--- config.mk ---
export PLATFORM = sky130hd
export DESIGN_NAME = icache_refill_ctrl_flat
export DESIGN_NICKNAME = d
export VERILOG_FILES = /design/src/rtl/icache_refill_ctrl_pkg.sv /design/src/rtl/icache_refill_ctrl_if.sv /design/src/rtl/icache_refill_ctrl_buffer.sv /design/src/rtl/icache_refill_ctrl.sv /design/src/flat_wrapper.sv
export SDC_FILE = /design/constraint.sdc
export NUM_CORES = 1
export LEC_CHECK = 0
export BUFFER_PORTS_ARGS = -buffer_cell sky130_fd_sc_hd__buf_4
export CAP_MARGIN = 20
export CORE_AREA = 2 2 285 287
export DETAILED_ROUTE_END_ITERATION = 12
export DIE_AREA = 0 0 287 289
export PLACE_DENSITY = 0.55
export SETUP_SLACK_MARGIN = 0.05
export SLEW_MARGIN = 15
export SYNTH_ARGS = -nofsm -noshare
export SYNTH_HDL_FRONTEND = slang
export SYNTH_SLANG_ARGS = --single-unit
export TNS_END_PERCENT = 5
--- constraint.sdc ---
create_clock -name i_clk -period 3.9 [get_ports i_clk]
set_clock_uncertainty 0.05 [all_clocks]
set_input_delay 0.195 -clock i_clk [delete_from_list [all_inputs] [get_ports i_clk]]
set_output_delay 0.195 -clock i_clk [all_outputs]
set_load 0.01 [all_outputs]
--- src/rtl/icache_refill_ctrl_pkg.sv ---
// Shared types and constants for the instruction-cache refill controller.
// Holds the FSM state enum, AXI encodings and the beats-per-block helper.
package cache_refill_pkg;

  localparam int ADDR_WIDTH     = 64;
  localparam int BLOCK_WIDTH    = 512;
  localparam int AXI_DATA_WIDTH = 64;

  typedef enum logic [2:0] {
    IDLE,
    ADDR,
    DATA,
    FILL,
    GUARD
  } refill_state_t;

  localparam logic [1:0] AXI_BURST_INCR = 2'b01;
  localparam logic [1:0] AXI_RESP_OKAY  = 2'b00;

  function automatic int beats_of(int bw, int dw);
    return bw / dw;
  endfunction

  localparam int BEATS = beats_of(BLOCK_WIDTH, AXI_DATA_WIDTH);

endpackage

--- src/rtl/icache_refill_ctrl_if.sv ---
// AXI4 read-channel bundle (AR + R) between refill master and memory.
// Ports: master drives ar*/rready, slave drives arready and r* returns.
interface icache_refill_ctrl_if #(
  parameter int AW = 64,
  parameter int DW = 64
);
  logic          arvalid;
  logic          arready;
  logic [AW-1:0] araddr;
  logic [7:0]    arlen;
  logic [2:0]    arsize;
  logic [1:0]    arburst;
  logic          rvalid;
  logic          rready;
  logic [DW-1:0] rdata;
  logic [1:0]    rresp;
  logic          rlast;

  modport master (
    output arvalid, araddr, arlen,
    output arsize, arburst, rready,
    input  arready, rvalid, rdata,
    input  rresp, rlast
  );

  modport slave (
    input  arvalid, araddr, arlen,
    input  arsize, arburst, rready,
    output arready, rvalid, rdata,
    output rresp, rlast
  );
endinterface

--- src/rtl/icache_refill_ctrl_buffer.sv ---
// Beat counter plus block assembly register for one refill burst.
// Ports: clk/rst, clr restarts, wr stores wdata at slice cnt; block, last out.
module refill_buffer #(
  parameter int BLOCK_WIDTH = 512,
  parameter int DATA_WIDTH  = 64
) (
  input  logic                   clk,
  input  logic                   rst,
  input  logic                   clr,
  input  logic                   wr,
  input  logic [DATA_WIDTH-1:0]  wdata,
  output logic [BLOCK_WIDTH-1:0] block,
  output logic                   last
);
  localparam int BEATS = BLOCK_WIDTH / DATA_WIDTH;
  localparam int CW = (BEATS > 1) ? $clog2(BEATS) : 1;

  logic [CW-1:0] cnt;

  always_ff @(posedge clk) begin
    if (rst || clr) begin
      cnt   <= '0;
      block <= '0;
    end else if (wr) begin
      for (int k = 0; k < BEATS; k++) begin
        if (cnt == CW'(k))
          block[k*DATA_WIDTH +: DATA_WIDTH] <= wdata;
      end
      cnt <= cnt + CW'(1);
    end
  end

  assign last = (cnt == CW'(BEATS - 1));
endmodule

--- src/rtl/icache_refill_ctrl.sv ---
// I-cache refill master: one AXI4 INCR burst per fetch miss, then block write.
// Ports: clk/arst, fetch hit/addr in, stall/we/block/bus_error out, axi master.
module icache_refill_ctrl
  import cache_refill_pkg::*;
#(
  parameter int ADDR_WIDTH     = cache_refill_pkg::ADDR_WIDTH,
  parameter int BLOCK_WIDTH    = cache_refill_pkg::BLOCK_WIDTH,
  parameter int AXI_DATA_WIDTH = cache_refill_pkg::AXI_DATA_WIDTH
) (
  input  logic                   i_clk,
  input  logic                   i_arst,
  input  logic                   i_icache_hit,
  input  logic [ADDR_WIDTH-1:0]  i_read_addr,
  output logic                   o_stall_fetch,
  output logic                   o_instr_we,
  output logic [BLOCK_WIDTH-1:0] o_instr_block,
  output logic                   o_bus_error,
  icache_refill_ctrl_if.master   axi
);
  localparam int NBEATS = beats_of(BLOCK_WIDTH, AXI_DATA_WIDTH);
  localparam logic [ADDR_WIDTH-1:0] OFS_MASK =
    ADDR_WIDTH'(BLOCK_WIDTH / 8 - 1);

  refill_state_t         state;
  logic [ADDR_WIDTH-1:0] addr;
  logic                  err;
  logic                  arvalid_q;
  logic                  rready_q;
  logic                  we_q;
  logic                  berr_q;
  logic                  miss;
  logic                  beat;
  logic                  last_beat;
  logic                  err_nxt;

  assign miss = (state == IDLE) && !i_icache_hit;
  assign beat = (state == DATA) && axi.rvalid;

  // A beat errors on a bad response or when rlast and the
  // count disagree (early or missing last).
  assign err_nxt = err
                 | (axi.rresp != AXI_RESP_OKAY)
                 | (axi.rlast != last_beat);

  refill_buffer #(
    .BLOCK_WIDTH (BLOCK_WIDTH),
    .DATA_WIDTH  (AXI_DATA_WIDTH)
  ) u_buf (
    .clk   (i_clk),
    .rst   (i_arst),
    .clr   (miss),
    .wr    (beat),
    .wdata (axi.rdata),
    .block (o_instr_block),
    .last  (last_beat)
  );

  always_ff @(posedge i_clk) begin
    if (i_arst) begin
      state     <= IDLE;
      addr      <= '0;
      err       <= 1'b0;
      arvalid_q <= 1'b0;
      rready_q  <= 1'b0;
      we_q      <= 1'b0;
      berr_q    <= 1'b0;
    end else begin
      we_q   <= 1'b0;
      berr_q <= 1'b0;
      unique case (state)
        IDLE: begin
          if (!i_icache_hit) begin
            addr      <= i_read_addr & ~OFS_MASK;
            err       <= 1'b0;
            arvalid_q <= 1'b1;
            state     <= ADDR;
          end
        end
        ADDR: begin
          if (axi.arready) begin
            arvalid_q <= 1'b0;
            rready_q  <= 1'b1;
            state     <= DATA;
          end
        end
        DATA: begin
          if (axi.rvalid) begin
            err <= err_nxt;
            if (last_beat || axi.rlast) begin
              rready_q <= 1'b0;
              we_q     <= 1'b1;
              berr_q   <= err_nxt;
              state    <= FILL;
            end
          end
        end
        FILL:    state <= GUARD;
        GUARD:   state <= IDLE;
        default: state <= IDLE;
      endcase
    end
  end

  assign o_stall_fetch = (state != IDLE) || !i_icache_hit;
  assign o_instr_we    = we_q;
  assign o_bus_error   = berr_q;

  assign axi.arvalid = arvalid_q;
  assign axi.araddr  = addr;
  assign axi.arlen   = 8'(NBEATS - 1);
  assign axi.arsize  = 3'($clog2(AXI_DATA_WIDTH / 8));
  assign axi.arburst = AXI_BURST_INCR;
  assign axi.rready  = rready_q;
endmodule

--- src/flat_wrapper.sv ---
// flat-port wrapper written by rule: the top's interface ports become plain ports
module icache_refill_ctrl_flat import cache_refill_pkg::*;
#(
  parameter int ADDR_WIDTH     = cache_refill_pkg::ADDR_WIDTH,
  parameter int BLOCK_WIDTH    = cache_refill_pkg::BLOCK_WIDTH,
  parameter int AXI_DATA_WIDTH = cache_refill_pkg::AXI_DATA_WIDTH
)
  (i_clk, i_arst, i_icache_hit, i_read_addr, o_stall_fetch, o_instr_we, o_instr_block, o_bus_error, axi_arvalid, axi_araddr, axi_arlen, axi_arsize, axi_arburst, axi_rready, axi_arready, axi_rvalid, axi_rdata, axi_rresp, axi_rlast);
  icache_refill_ctrl_if #(.AW((64)), .DW((64))) axi_i ();
  input  logic i_clk;
  input  logic i_arst;
  input  logic i_icache_hit;
  input  logic [ADDR_WIDTH-1:0] i_read_addr;
  output logic o_stall_fetch;
  output logic o_instr_we;
  output logic [BLOCK_WIDTH-1:0] o_instr_block;
  output logic o_bus_error;
  output wire logic [$bits(axi_i.arvalid)-1:0] axi_arvalid;
  output wire logic [$bits(axi_i.araddr)-1:0] axi_araddr;
  output wire logic [$bits(axi_i.arlen)-1:0] axi_arlen;
  output wire logic [$bits(axi_i.arsize)-1:0] axi_arsize;
  output wire logic [$bits(axi_i.arburst)-1:0] axi_arburst;
  output wire logic [$bits(axi_i.rready)-1:0] axi_rready;
  input wire logic [$bits(axi_i.arready)-1:0] axi_arready;
  input wire logic [$bits(axi_i.rvalid)-1:0] axi_rvalid;
  input wire logic [$bits(axi_i.rdata)-1:0] axi_rdata;
  input wire logic [$bits(axi_i.rresp)-1:0] axi_rresp;
  input wire logic [$bits(axi_i.rlast)-1:0] axi_rlast;
  assign axi_arvalid = axi_i.arvalid;
  assign axi_araddr = axi_i.araddr;
  assign axi_arlen = axi_i.arlen;
  assign axi_arsize = axi_i.arsize;
  assign axi_arburst = axi_i.arburst;
  assign axi_rready = axi_i.rready;
  assign axi_i.arready = axi_arready;
  assign axi_i.rvalid = axi_rvalid;
  assign axi_i.rdata = axi_rdata;
  assign axi_i.rresp = axi_rresp;
  assign axi_i.rlast = axi_rlast;
  icache_refill_ctrl #(.ADDR_WIDTH(ADDR_WIDTH), .BLOCK_WIDTH(BLOCK_WIDTH), .AXI_DATA_WIDTH(AXI_DATA_WIDTH)) u_core (.i_clk(i_clk), .i_arst(i_arst), .i_icache_hit(i_icache_hit), .i_read_addr(i_read_addr), .o_stall_fetch(o_stall_fetch), .o_instr_we(o_instr_we), .o_instr_block(o_instr_block), .o_bus_error(o_bus_error), .axi(axi_i));
endmodule
==> out/metrics.csv <==
metric,value,unit
outcome,completed,
die width,287,um
Longest Clk Path Bufs,3,
die height,289,um
Final Setup Violations,0,
post-cts sizing count,0,
port bufs,704,
Worst Setup End Kind,register,
Cells after Synth,2298,
worst min path class,in -> reg,
via/cell ratio,5.01,
post-route cell area,33100,um2
RSZ-0062 raised after global routing,false,
pwr dens,460,nW/um2
# IOs,730,
Max Slew Vio Count,0,
layout cells sized above 1,0.301,
# hold bufs at CTS,127,
leakage power,15.1,nW
# fillers,7765,
CTS Buf Count,68,
Tot Pwr,0.0152,W
final worst-path cycle share,0.788,
Startpoint Class,register,
Tmin final,3070,ps
Total Routed Length,90600,um
Worst Max-Slew Pin Slew,1100,ps
Clk pwr share,0.446,
"FFs w/ async S/R, synth",0,
largest net degree at the start of global routing,135,
Crit Path Class,reg -> reg,
std cell rows,104,
Routed WL per cell,22.0,um
DRC,0,
Ys Warns,0,
TritonCTS clock tree,yes,
sequential share of power,0.408,
drt first pass iters,5,
sequential element share of the synthesized area,0.499,
Int Pwr,0.0109,W
dpl hpwl,59700,um
GRT Total Usage,0.207,
CP Max Fanout,59,
CORE AREA,79900,um2
Root Buffer,clkbuf_16,
Netlist cell types,39,
max_slew headroom,0.266,
synth top area cells,"dfxtp_1 (50%), mux2i_1 (17%), nand3b_1 (13%)",
CP required,4390,ps
aggregate global routing overflow,0,
area grow syn2layout,41.8,%
Synth area leader,dfxtp_1,
Area after DPL,29400,um2
Multi-input gate area,10700,um2
#FFs+latches synth,581,
Post-synth EDFFs,0,
wire length of the first global-routing pass,132000,um
Synth Area per Inst,10.1,um2
CTS clock-pin slew for the worst setup and hold paths,60,ps
setup TNS,0,ps
maximum vdd ir drop,332,uV
Initial Util,0.292,
global placement routability congestion,0.846,
Register Area,11600,um2
top cell type's share of synthesized area,0.499,
vias in the first global route,21000,
initial antenna violation count,2,
Worst-Skew Late Latency,600,ps
die area,82900,um2
H-tree Lvls,3,
"Arr. time, crit path",3560,ps
Psw,0.00430,W
nets@finish,3141,
Initial DRC Count,1059,
Post-CTS Setup Inserts,0,
synthesized area,23300,um2
clk sinks,581,
Max-cap violations,0,
via count,20600,
"antenna viol nets, final",0,
maximum clock rate,0.326,GHz
Comb power frac,0.146,
Sw Share,0.283,
"Hold Vio Cnt, Final",0,
Synth Flop Type,dfxtp_1,
[layout make-up]
type / count / share of cell area
Clock inverter: 24 / 0.0115
Tap cell: 1060 / 0.0401
Inverter: 6 / 0.000719
Timing Repair Buffer: 871 / 0.212
Multi-Input combinational cell: 1470 / 0.323
Sequential cell: 581 / 0.352
Antenna cell: 2 / 0.000151
Clock buffer: 100 / 0.0606
[power groups by stage]
stage	registers, W	logic, W	clock network, W
floorplan	0.00636	0.00125	0
global placement	0.00632	0.00207	0
detailed placement	0.00633	0.00211	0
CTS	0.00621	0.00222	0.00693
global route	0.00622	0.00238	0.00718
finish	0.00621	0.00222	0.00678
[through the flow]
step                      std cells  setup WS, ps   util  hold slack, ps
after floorplan                2315          1710      -             281
after global placement         3861          1190  0.368             397
after detailed placement       3861          1040  0.368             397
after CTS                      4112           734  0.414            11.3
after global routing           4113           608  0.414            62.7
final                          4114           829  0.414            65.8
[cell usage after synthesis (2+ instances only)]
cell	n
nand3_1	134
buf_4	20
nand3b_1	398
conb_1	2
mux2i_1	385
o21ai_0	130
ha_1	7
clkbuf_1	129
nor2b_1	4
buf_2	101
a21oi_1	190
nor3_1	5
dfxtp_1	581
nand2b_1	2
inv_1	5
buf_1	6
nor2_1	4
nand3b_2	50
nand2_1	123
and3_1	3
[worst paths after layout]
path	start	end	slack (ps)	cells after the start
worst max-delay path	u_core.state[1]$_SDFFE_PP0P_	u_core.o_bus_error$_SDFF_PP0_	830	5
worst min-delay path	axi_rlast	u_core.err$_SDFFE_PP0P_	70	5
worst max register to register	u_core.state[1]$_SDFFE_PP0P_	u_core.o_bus_error$_SDFF_PP0_	830	5
worst min register to register	u_core.axi.araddr[50]$_SDFFE_PP0P_	u_core.axi.araddr[50]$_SDFFE_PP0P_	410	2
[metal layers]
layer	vias up	wire length, um	global-route usage
li1	9491	-	-
met1	10200	36100	0.242
met2	758	44100	0.356
met3	188	6580	0.0542
met4	0	3830	0.0893
met5	-	0	0
[sequential cells by signal, summed over array words and instances (netlist names)]
name                flops
u_core.o_bus_error      1
u_core.axi.rready       1
u_core.state            3
u_core.u_buf.block    512
u_core.u_buf.cnt        3
u_core.o_instr_we       1
u_core.axi.araddr      58
u_core.axi.arvalid      1
u_core.err              1
[worst max-delay path, stage by stage, from the launching register on]
cell and delay, ps:
dfxtp_1 650, nand4bb_4 780, buf_12 510, nor3_1 250
o41a_1 200, dlygate4sd3_1 550
[kinds of logic (layout without fill, tap and decap cells)]
kind of cell	after synthesis	in the layout	synth area share
buffers and inverters	264	1001	0.0515
flip-flops	581	581	0.499
other	2	21	0.000322
XOR/XNOR	1	1	0.000376
AND/OR/NAND/NOR	730	730	0.208
multiplexers	386	386	0.166
adder cells (fa/ha/maj)	7	7	0.00376
AO/OA/AOI/OAI	327	327	0.0713
[layout by cell type (no fill, tap or decap), drive strengths merged, types with 2 or more instances in the layout]
cell type	netlist	final
inv	5	10
conb	2	19
nand3	134	134
o21ai	130	130
bufinv	0	7
nor2b	4	4
nand2	123	123
ha	7	7
nand3b	448	448
and3	3	3
nor3	5	5
clkinv	1	12
dfxtp	581	581
dlygate4sd3	0	127
nand2b	2	2
mux2i	385	385
clkbuf	130	100
a21oi	190	190
nor2	4	4
buf	128	744
diode	0	2
(Power assumes the default switching activity.)
